## config.mk

```make
export PLATFORM = sky130hd
export DESIGN_NAME = game_timer_flat
export DESIGN_NICKNAME = d
export VERILOG_FILES = /design/src/rtl/game_timer_if.sv /design/src/rtl/game_timer.sv /design/src/flat_wrapper.sv
export SDC_FILE = /design/constraint.sdc
export NUM_CORES = 1
export LEC_CHECK = 0
export ABC_AREA = 1
export BUFFER_PORTS_ARGS = -buffer_cell sky130_fd_sc_hd__buf_4
export CAP_MARGIN = 30
export CORE_MARGIN = 1
export CORE_UTILIZATION = 49
export DETAILED_ROUTE_END_ITERATION = 12
export PLACE_DENSITY = 0.68
export SETUP_SLACK_MARGIN = 0.02
export SYNTH_ARGS = -nofsm -noshare
export SYNTH_HDL_FRONTEND = slang
export SYNTH_SLANG_ARGS = --single-unit
```

## constraint.sdc

```tcl
create_clock -name clk -period 7.8 [get_ports clk]
set_input_delay 0.78 -clock clk [delete_from_list [all_inputs] [get_ports clk]]
set_output_delay 0.78 -clock clk [all_outputs]
set_load 0.1 [all_outputs]
```

## src/rtl/game_timer_if.sv

```systemverilog
// Control and status bundle for game_timer: load/adjust/enable commands in,
// time, BCD digits and expiry status out.
interface game_timer_if #(
    parameter int unsigned MIN_W = 4
);
    logic             load;
    logic [MIN_W-1:0] minute_in;
    logic [5:0]       second_in;
    logic             count_up;
    logic             enable;
    logic             adj_valid;
    logic             adj_sub;
    logic [5:0]       adj_sec;

    logic [MIN_W-1:0] minute_out;
    logic [5:0]       second_out;
    logic [3:0]       sec_tens;
    logic [3:0]       sec_ones;
    logic             tick;
    logic             running;
    logic             expired;
    logic             expire_pulse;

    modport master (
        output load, minute_in, second_in, count_up, enable, adj_valid, adj_sub, adj_sec,
        input  minute_out, second_out, sec_tens, sec_ones, tick, running, expired,
               expire_pulse
    );

    modport slave (
        input  load, minute_in, second_in, count_up, enable, adj_valid, adj_sub, adj_sec,
        output minute_out, second_out, sec_tens, sec_ones, tick, running, expired,
               expire_pulse
    );
endinterface

```

## src/rtl/game_timer.sv

```systemverilog
// Parametrised minutes:seconds game timer with count-down/up modes, pause,
// saturating bonus/penalty adjustment, expiry signalling and BCD seconds digits.
module game_timer #(
    parameter int unsigned TICK_DIV = 50000000,
    parameter int unsigned MIN_W    = 4
) (
    input logic         clk,
    input logic         reset,
    game_timer_if.slave bus
);

    localparam logic [1:0] IDLE  = 2'd0;
    localparam logic [1:0] RUN   = 2'd1;
    localparam logic [1:0] PAUSE = 2'd2;
    localparam logic [1:0] DONE  = 2'd3;

    localparam int unsigned PW = (TICK_DIV > 1) ? $clog2(TICK_DIV) : 1;
    localparam logic [PW-1:0] PRESC_LAST = PW'(TICK_DIV - 1);

    localparam logic [MIN_W-1:0]        MIN_MAX   = '1;
    localparam logic signed [MIN_W+1:0] MIN_MAX_S = $signed({2'b00, MIN_MAX});
    localparam logic signed [MIN_W+1:0] ONE_S     = {{(MIN_W+1){1'b0}}, 1'b1};

    logic [1:0]       state_q, state_d;
    logic [MIN_W-1:0] minute_q, minute_d;
    logic [5:0]       second_q, second_d;
    logic [3:0]       tens_q, tens_d;
    logic [3:0]       ones_q, ones_d;
    logic [PW-1:0]    presc_q, presc_d;
    logic             mode_q, mode_d;
    logic             tick_q, tick_d;
    logic             pulse_q, pulse_d;

    logic                    active;
    logic                    count_en;
    logic                    step;
    logic                    adj_en;
    logic signed [7:0]       adj_s;
    logic signed [7:0]       delta;
    logic signed [7:0]       sec_s;
    logic signed [MIN_W+1:0] min_s;
    logic [MIN_W-1:0]        nxt_min;
    logic [5:0]              nxt_sec;
    logic                    at_end;
    logic [5:0]              load_sec;

    function automatic logic [7:0] to_bcd(input logic [5:0] s);
        logic [3:0] t;
        logic [5:0] r;
        if (s >= 6'd50) begin
            t = 4'd5;
            r = s - 6'd50;
        end else if (s >= 6'd40) begin
            t = 4'd4;
            r = s - 6'd40;
        end else if (s >= 6'd30) begin
            t = 4'd3;
            r = s - 6'd30;
        end else if (s >= 6'd20) begin
            t = 4'd2;
            r = s - 6'd20;
        end else if (s >= 6'd10) begin
            t = 4'd1;
            r = s - 6'd10;
        end else begin
            t = 4'd0;
            r = s;
        end
        return {t, r[3:0]};
    endfunction

    assign active   = (state_q == RUN) || (state_q == PAUSE);
    assign count_en = (state_q == RUN) && bus.enable;
    assign step     = count_en && (presc_q == PRESC_LAST);
    assign adj_en   = active && bus.adj_valid;
    assign adj_s    = $signed({2'b00, bus.adj_sec});
    assign load_sec = (bus.second_in > 6'd59) ? 6'd59 : bus.second_in;

    // Step and adjustment are folded into one signed delta (|delta| <= 64),
    // so at most two +/-60 corrections bring seconds back into 0..59.
    always_comb begin
        delta = 8'sd0;
        if (step) begin
            delta = mode_q ? 8'sd1 : -8'sd1;
        end
        if (adj_en) begin
            delta = bus.adj_sub ? (delta - adj_s) : (delta + adj_s);
        end

        sec_s = $signed({2'b00, second_q}) + delta;
        min_s = $signed({2'b00, minute_q});
        for (int i = 0; i < 2; i++) begin
            if (sec_s[7]) begin
                sec_s = sec_s + 8'sd60;
                min_s = min_s - ONE_S;
            end else if (sec_s > 8'sd59) begin
                sec_s = sec_s - 8'sd60;
                min_s = min_s + ONE_S;
            end
        end

        if (min_s[MIN_W+1]) begin
            nxt_min = '0;
            nxt_sec = 6'd0;
        end else if (min_s > MIN_MAX_S) begin
            nxt_min = MIN_MAX;
            nxt_sec = 6'd59;
        end else begin
            nxt_min = min_s[MIN_W-1:0];
            nxt_sec = sec_s[5:0];
        end

        at_end = mode_q ? ((nxt_min == MIN_MAX) && (nxt_sec == 6'd59))
                        : ((nxt_min == '0) && (nxt_sec == 6'd0));
    end

    always_comb begin
        state_d  = state_q;
        minute_d = minute_q;
        second_d = second_q;
        presc_d  = presc_q;
        mode_d   = mode_q;
        tick_d   = 1'b0;
        pulse_d  = 1'b0;

        if (bus.load) begin
            state_d  = bus.enable ? RUN : PAUSE;
            minute_d = bus.minute_in;
            second_d = load_sec;
            mode_d   = bus.count_up;
            presc_d  = '0;
        end else if (active) begin
            minute_d = nxt_min;
            second_d = nxt_sec;
            tick_d   = step;
            if (count_en) begin
                presc_d = step ? '0 : presc_q + 1'b1;
            end
            // A terminal value reached by any route (tick, adjust or a
            // terminal load one cycle earlier) ends the count here.
            if (at_end) begin
                state_d = DONE;
                pulse_d = 1'b1;
            end else if ((state_q == RUN) && !bus.enable) begin
                state_d = PAUSE;
            end else if ((state_q == PAUSE) && bus.enable) begin
                state_d = RUN;
            end
        end

        {tens_d, ones_d} = to_bcd(second_d);
    end

    always_ff @(posedge clk or posedge reset) begin
        if (reset) begin
            state_q  <= IDLE;
            minute_q <= '0;
            second_q <= 6'd0;
            tens_q   <= 4'd0;
            ones_q   <= 4'd0;
            presc_q  <= '0;
            mode_q   <= 1'b0;
            tick_q   <= 1'b0;
            pulse_q  <= 1'b0;
        end else begin
            state_q  <= state_d;
            minute_q <= minute_d;
            second_q <= second_d;
            tens_q   <= tens_d;
            ones_q   <= ones_d;
            presc_q  <= presc_d;
            mode_q   <= mode_d;
            tick_q   <= tick_d;
            pulse_q  <= pulse_d;
        end
    end

    assign bus.minute_out   = minute_q;
    assign bus.second_out   = second_q;
    assign bus.sec_tens     = tens_q;
    assign bus.sec_ones     = ones_q;
    assign bus.tick         = tick_q;
    assign bus.running      = (state_q == RUN);
    assign bus.expired      = (state_q == DONE);
    assign bus.expire_pulse = pulse_q;

endmodule

```

## src/flat_wrapper.sv

```systemverilog
// flat-port wrapper written by rule: the top's interface ports become plain ports
module game_timer_flat 
#(
    parameter int unsigned TICK_DIV = 50000000,
    parameter int unsigned MIN_W    = 4
)
  (clk, reset, bus_load, bus_minute_in, bus_second_in, bus_count_up, bus_enable, bus_adj_valid, bus_adj_sub, bus_adj_sec, bus_minute_out, bus_second_out, bus_sec_tens, bus_sec_ones, bus_tick, bus_running, bus_expired, bus_expire_pulse);
  game_timer_if #(.MIN_W(MIN_W)) bus_i ();
  input logic clk;
  input logic reset;
  input wire logic [$bits(bus_i.load)-1:0] bus_load;
  input wire logic [$bits(bus_i.minute_in)-1:0] bus_minute_in;
  input wire logic [$bits(bus_i.second_in)-1:0] bus_second_in;
  input wire logic [$bits(bus_i.count_up)-1:0] bus_count_up;
  input wire logic [$bits(bus_i.enable)-1:0] bus_enable;
  input wire logic [$bits(bus_i.adj_valid)-1:0] bus_adj_valid;
  input wire logic [$bits(bus_i.adj_sub)-1:0] bus_adj_sub;
  input wire logic [$bits(bus_i.adj_sec)-1:0] bus_adj_sec;
  output wire logic [$bits(bus_i.minute_out)-1:0] bus_minute_out;
  output wire logic [$bits(bus_i.second_out)-1:0] bus_second_out;
  output wire logic [$bits(bus_i.sec_tens)-1:0] bus_sec_tens;
  output wire logic [$bits(bus_i.sec_ones)-1:0] bus_sec_ones;
  output wire logic [$bits(bus_i.tick)-1:0] bus_tick;
  output wire logic [$bits(bus_i.running)-1:0] bus_running;
  output wire logic [$bits(bus_i.expired)-1:0] bus_expired;
  output wire logic [$bits(bus_i.expire_pulse)-1:0] bus_expire_pulse;
  assign bus_i.load = bus_load;
  assign bus_i.minute_in = bus_minute_in;
  assign bus_i.second_in = bus_second_in;
  assign bus_i.count_up = bus_count_up;
  assign bus_i.enable = bus_enable;
  assign bus_i.adj_valid = bus_adj_valid;
  assign bus_i.adj_sub = bus_adj_sub;
  assign bus_i.adj_sec = bus_adj_sec;
  assign bus_minute_out = bus_i.minute_out;
  assign bus_second_out = bus_i.second_out;
  assign bus_sec_tens = bus_i.sec_tens;
  assign bus_sec_ones = bus_i.sec_ones;
  assign bus_tick = bus_i.tick;
  assign bus_running = bus_i.running;
  assign bus_expired = bus_i.expired;
  assign bus_expire_pulse = bus_i.expire_pulse;
  game_timer #(.TICK_DIV(TICK_DIV), .MIN_W(MIN_W)) u_core (.clk(clk), .reset(reset), .bus(bus_i));
endmodule
```

Yosys cells after proc, flatten, opt, wreduce, memory -nomap -nowiden

Index checks and enable logic that the tools add are counted.

Bits in registers: 49
Latch bits: 0
Bits in writable memories: 0
Bits in read-only memories: 0
Input bits: 23
Output and inout port bits: 22
Word-level logic and storage cells: 104
Memories kept: 0

$add $sub $neg: 17
Multiply operators: 0
Divide/modulo/power cells: 0
Magnitude comparators: 9
Equal/unequal tests: 6
Shift-type cells: 0
Multiplexer cells: 47
Bitwise operators: 0
Reductions and logical operators: 16

Operators with widths:

| operator                | count |
|---|---|
| $mux W26                | 4 |
| $mux W6                 | 11 |
| $mux W4                 | 13 |
| $mux W8                 | 6 |
| $add A26 B1 Y26 const B | 1 |
| $eq A26 B26 Y1 const B  | 1 |
| $gt A8 B7 Y1 const B    | 2 |
| $ge A6 B5 Y1 const B    | 2 |
| $ge A6 B6 Y1 const B    | 2 |
| $mux W2                 | 6 |
| $sub A4 B4 Y4 const B   | 3 |
| $add A7 B8 Y8           | 1 |
| $add A8 B7 Y8           | 1 |
| $add A8 B7 Y8 const B   | 1 |
| $sub A8 B7 Y8           | 1 |
| $sub A8 B7 Y8 const B   | 1 |
| $logic_and A1 B1 Y1     | 7 |
| $mux W1                 | 7 |
| $add A6 B2 Y6 const B   | 1 |
| $add A6 B3 Y6 const B   | 1 |
| $eq A6 B6 Y1 const B    | 1 |
| $ge A6 B4 Y1 const B    | 1 |
| $gt A6 B5 Y1 const B    | 1 |
| $gt A6 B6 Y1 const B    | 1 |
| other kinds (16)        | 19 |

Depth between registers and ports, before layout

Depth after elaboration: 25
Mapped depth: 57

Worst setup path after synthesis

Ideal clock, no wire load.

Kind: register -> register
Start point: reg u_core.state_q[1]
End point: reg u_core.ones_q[1], in the netlist u_core.bus.sec_ones[1]
Arrival: 7.116 ns
Path slack: 0.568 ns
Stages on the path, launching flop included: 52
Period minus slack after synthesis: 7.232 ns
Path through: dfrtp_1 -> inv_1 -> ha_1 -> nand2_1 -> or4_1 -> nor3_1 -> inv_1 -> ha_1 -> inv_1 -> ha_1 -> o21ai_0 -> inv_1 -> ha_1 -> nand2_1 -> nor2_1 -> a211oi_1 -> or2_2 -> o21ai_0 -> [... 16 more ...] -> nand2_1 -> nand2_1 -> nand3_4 -> buf_6 -> nand3_1 -> nand2_2 -> inv_2 -> ha_1 -> inv_1 -> nor2_2 -> nand3_1 -> nand3_2 -> inv_1 -> nand2_1 -> nand2_1 -> nand2_2 -> nand2_1 -> nand2_1

Longest elaborated chain between the ends: 25

Ends and longest elaborated chain:

| item                                           | RTL line                           | RTL |
|---|---|---|
| start, declared                                | game_timer.sv:24                   | `logic [1:0] state_q, state_d;` |
| start signal, assigned                         | game_timer.sv:166                  | `state_q <= state_d;` |
| $eq A2 B1 Y1 *                                 | -                                  |  |
| net bus_running                                | flat_wrapper.sv:24                 | `output wire logic [$bits(bus_i.running)-1:0] bus_running;` |
| $logic_and A1 B1 Y1                            | game_timer.sv:73                   | `assign count_en = (state_q == RUN) && bus.enable;` |
| $logic_and A1 B1 Y1                            | game_timer.sv:74                   | `assign step = count_en && (presc_q == PRESC_LAST);` |
| $mux W8                                        | game_timer.sv:83                   | `if (step) begin` |
| $add A8 B7 Y8 or $sub A8 B7 Y8 (tied branches) | game_timer.sv:87                   | `delta = bus.adj_sub ? (delta - adj_s) : (delta + adj_s);` |
| $mux W8                                        | game_timer.sv:87                   |  |
| $mux W8                                        | game_timer.sv:86                   | `if (adj_en) begin` |
| [... 12 more ...]                              | -                                  |  |
| net u_core.second_d[1]                         | game_timer.sv:26                   | `logic [5:0] second_q, second_d;` |
| $ge A6 B4 Y1 or $sub A4 B4 Y4 (tied branches)  | game_timer.sv:62, game_timer.sv:64 |  |
| $mux W4                                        | game_timer.sv:62                   | `end else if (s >= 6'd10) begin` |
| $mux W4                                        | game_timer.sv:59                   | `end else if (s >= 6'd20) begin` |
| $mux W4                                        | game_timer.sv:56                   | `end else if (s >= 6'd30) begin` |
| $mux W4                                        | game_timer.sv:53                   | `end else if (s >= 6'd40) begin` |
| $mux W4 *                                      | game_timer.sv:50                   | `if (s >= 6'd50) begin` |
| net u_core.ones_d[1]                           | game_timer.sv:28                   | `logic [3:0] ones_q, ones_d;` |
| end signal, assigned                           | game_timer.sv:170                  | `ones_q <= ones_d;` |
| end, declared                                  | game_timer.sv:28                   |  |

The timed path passes the listed nets; every way through them passes the cells marked *.
A chain may end at the register's enable or synchronous reset.

Worst setup path in the final report

Start point: reg u_core.state_q[1]
End point: reg u_core.ones_q[1], in the netlist u_core.bus.sec_ones[1]

Longest elaborated chain between the ends: 25

Ends and longest elaborated chain:

| item                                           | RTL line                           | RTL |
|---|---|---|
| $eq A2 B1 Y1                                   | game_timer.sv:72, game_timer.sv:73 |  |
| $logic_and A1 B1 Y1                            | game_timer.sv:73                   |  |
| $logic_and A1 B1 Y1                            | game_timer.sv:74                   |  |
| $mux W8                                        | game_timer.sv:83                   |  |
| $add A8 B7 Y8 or $sub A8 B7 Y8 (tied branches) | game_timer.sv:87                   |  |
| $mux W8                                        | game_timer.sv:87                   |  |
| $mux W8                                        | game_timer.sv:86                   |  |
| $add A7 B8 Y8                                  | game_timer.sv:90                   | `sec_s = $signed({2'b00, second_q}) + delta;` |
| [... 10 more ...]                              | -                                  |  |
| $mux W6 *                                      | game_timer.sv:126                  | `if (bus.load) begin` |
| $ge A6 B4 Y1 or $sub A4 B4 Y4 (tied branches)  | game_timer.sv:62, game_timer.sv:64 |  |
| $mux W4                                        | game_timer.sv:62                   |  |
| $mux W4                                        | game_timer.sv:59                   |  |
| $mux W4                                        | game_timer.sv:56                   |  |
| $mux W4                                        | game_timer.sv:53                   |  |
| $mux W4 *                                      | game_timer.sv:50                   |  |
| net u_core.ones_d[1]                           | game_timer.sv:28                   |  |

Marked as above.

==> metrics.yaml <==
grt_max_degree: 36
status: "complete, no violations"
critical_path_buf_inv_count: 9
ys.flop_type: "dfrtp_1"
die_w_um: 100
clk_latency_ns: 0.31
setup_violations: 0
synth-async-reset-ratio_pct: 100
tns_ns: 0
synthTopCellsByArea: "dfrtp_1, nand2_1, ha_1, inv_1, nand3_1"
fin_crit_sh_pct: 91.1
gr-total-overflow: 0
synth_nets: 785
cts_max_level: 2
crit_arrival_ns: 7.31
ant_nets: 0
post-synth-top-count-cell: "nand2_1"
synthTopCellsByCount: "nand2_1, inv_1, nor2_1"
via_per_inst: 5.30
clk_pin_slew_worst_paths_ns: 0.09
cts_tree: "yes"
first_pass_iters: 5
grt_pass1_wl_um: 20400
cpPeakStageDelay_ns: 0.54
nets: 830
cts_root_buffer: "clkbuf_8"
post-route-drc-count: 0
period_minus_slack_ns: 7.11
core_sq_mm: 0.00933
yosys_warnings: 0
die_h_um: 100
cpMostUsedCell: "nand2_1"
crit_path_start_kind: "flip-flop"
cap_viol_max_count: 0
dp_hpwl_um: 9720
routedWlPerCell_um: 13.4
cp-end-kind: "flip-flop"
drive_gt1_share_pct: 16.5
hold_path_class: "input port to async pin"
vias: 4800
tightest_slew_ns: 0.524
synth_cell_type_count: 50
avgSynthCellArea_sq_um: 6.51
clock_skew_ns: 0.0130
synth_edf_count: 0
antenna_found_initial: 0
cts_buffer_depth: 2
crit_path_max_fanout: 12
initialDrtViolationCount: 220
critPathTopFamily: "simple AND/OR/NAND/NOR gates"
worst-endpoint-required_ns: 8.01
worst_slew_margin_rel_pct: 65.0
first_global_vias: 4415
syn_inst: 730
die_area_sq_mm: 0.0101
ioPinCount: 45
rows: 35
critPathKind: "flip-flop to flip-flop"
ys_ff_latch: 47
gp_congestion: 0.942
synth_top_cell_by_area: "dfrtp_1"
hold_viol_final: 0
drt_wl_total_um: 12100
synthesis.area_sq_mm: 0.00475
area_growth_pct: 12.9
fmax_mhz: 141
drv_slew: 0
initial_core_util_pct: 50.9
antennaDiodeCount: 0
io_buffers: 43
clock_sinks: 47
ys_seq_area_share_pct: 24.8
grt_use_total_pct: 25.1
critPathSlowestCell: "or4_1"
rsz0062_at_grt: "no"
cts_made_buffers: 5
synth_top_area_share_pct: 24.8
holdBufCountCts: 0
==> stage by stage <==
| step | cells | worst slack, ns | hold slack [ns] | instance area, sq um | utilization [%] |
|---|---|---|---|---|---|
| after global placement | 893 | 0.636 | 0.493 | 5180 | 55.6 |
| final | 905 | 0.694 | 0.419 | 5370 | 57.5 |
| after detailed placement | 894 | 0.379 | 0.500 | 5200 | 55.8 |
| after global routing | 905 | 0.00457 | 0.441 | 5370 | 57.5 |
| after floorplan | 730 | 0.568 | 0.466 | 4750 | - |
| after CTS | 902 | 0.514 | 0.419 | 5310 | 56.9 |
==> layer usage <==
layer  track usage (%)  vias up  wire length (um)  part of all wire (%)
li1                  -     2459                 -                     -
met1              34.3     2221              5750                    47
met4              5.80        0               140                   1.2
met5                 0        -                 0                     0
met2              42.8      107              5740                    47
met3              2.84       13               476                   3.9
==> cell type report <==
class | count | area, sq um
Fill cell | 937 | 3960
Multi-Input combinational cell | 555 | 3100
Sequential cell | 47 | 1180
Inverter | 117 | 439
Timing Repair Buffer | 49 | 380
Tap cell | 129 | 161
Clock buffer | 7 | 96.3
Clock inverter | 1 | 7.51
==> kinds of logic (layout without fill, tap and decap cells) <==
group	Yosys count	count (layout)	synth area share (%)
AND/OR/NAND/NOR	419	419	41.6
flip-flops	47	47	24.8
AO/OA/AOI/OAI	86	86	11.1
XOR/XNOR	17	17	3.29
buffers and inverters	128	174	10.6
other	1	1	0.0789
adder cells (fa/ha/maj)	32	32	8.59
==> worst paths after layout <==
| path | depth (start not counted) | from | endpoint | slack [ns] |
|---|---|---|---|---|
| min in group clk | 1 | u_core.presc_q[15]$_DFFE_PP0P_ | u_core.presc_q[15]$_DFFE_PP0P_ | 0.52 |
| worst min register to register | 1 | u_core.presc_q[15]$_DFFE_PP0P_ | u_core.presc_q[15]$_DFFE_PP0P_ | 0.52 |
| worst max-delay path | 52 | u_core.state_q[1]$_DFFE_PP0P_ | u_core.bus.sec_ones[1]$_DFF_PP0_ | 0.69 |
| worst max register to register | 52 | u_core.state_q[1]$_DFFE_PP0P_ | u_core.bus.sec_ones[1]$_DFF_PP0_ | 0.69 |
| worst min-delay path | 2 | reset | u_core.bus.sec_tens[0]$_DFF_PP0_ | 0.42 |
| max in group asynchronous | 3 | reset | u_core.presc_q[12]$_DFFE_PP0P_ | 6.90 |
==> flip-flops by register name (all words and copies together), names as in the netlist <==
name and cells:
u_core.bus.expire_pulse 1, u_core.bus.minute_out 4, u_core.bus.sec_ones 3, u_core.bus.sec_tens 3, u_core.bus.second_out 6, u_core.bus.tick 1
u_core.mode_q 1, u_core.presc_q 26, u_core.state_q 2
==> layout by cell type (no fill, tap or decap), types with 6 or more instances in the layout <==
cell type,n
buf_4,48
nor3_1,29
a21oi_1,33
ha_1,30
inv_2,14
inv_1,101
o21ai_0,21
nor2_1,67
nand3_2,8
o22ai_1,6
nand2_2,15
clkbuf_8,7
dfrtp_1,47
nand2_4,7
nor2_2,6
nand4_1,18
nand2_1,185
or2_2,6
xor2_1,11
nand3_1,59
==> timing repair <==
item                                    in CTS  in global routing
endpoints found under the setup margin       0                  4
resized for setup                            0                  9
hold endpoints to repair                     0                  0
setup buffers                                0                  2
Power is left out: the tool's default activity adds up to more than one toggle a clock period on the data nets, which glitch-free logic cannot reach.
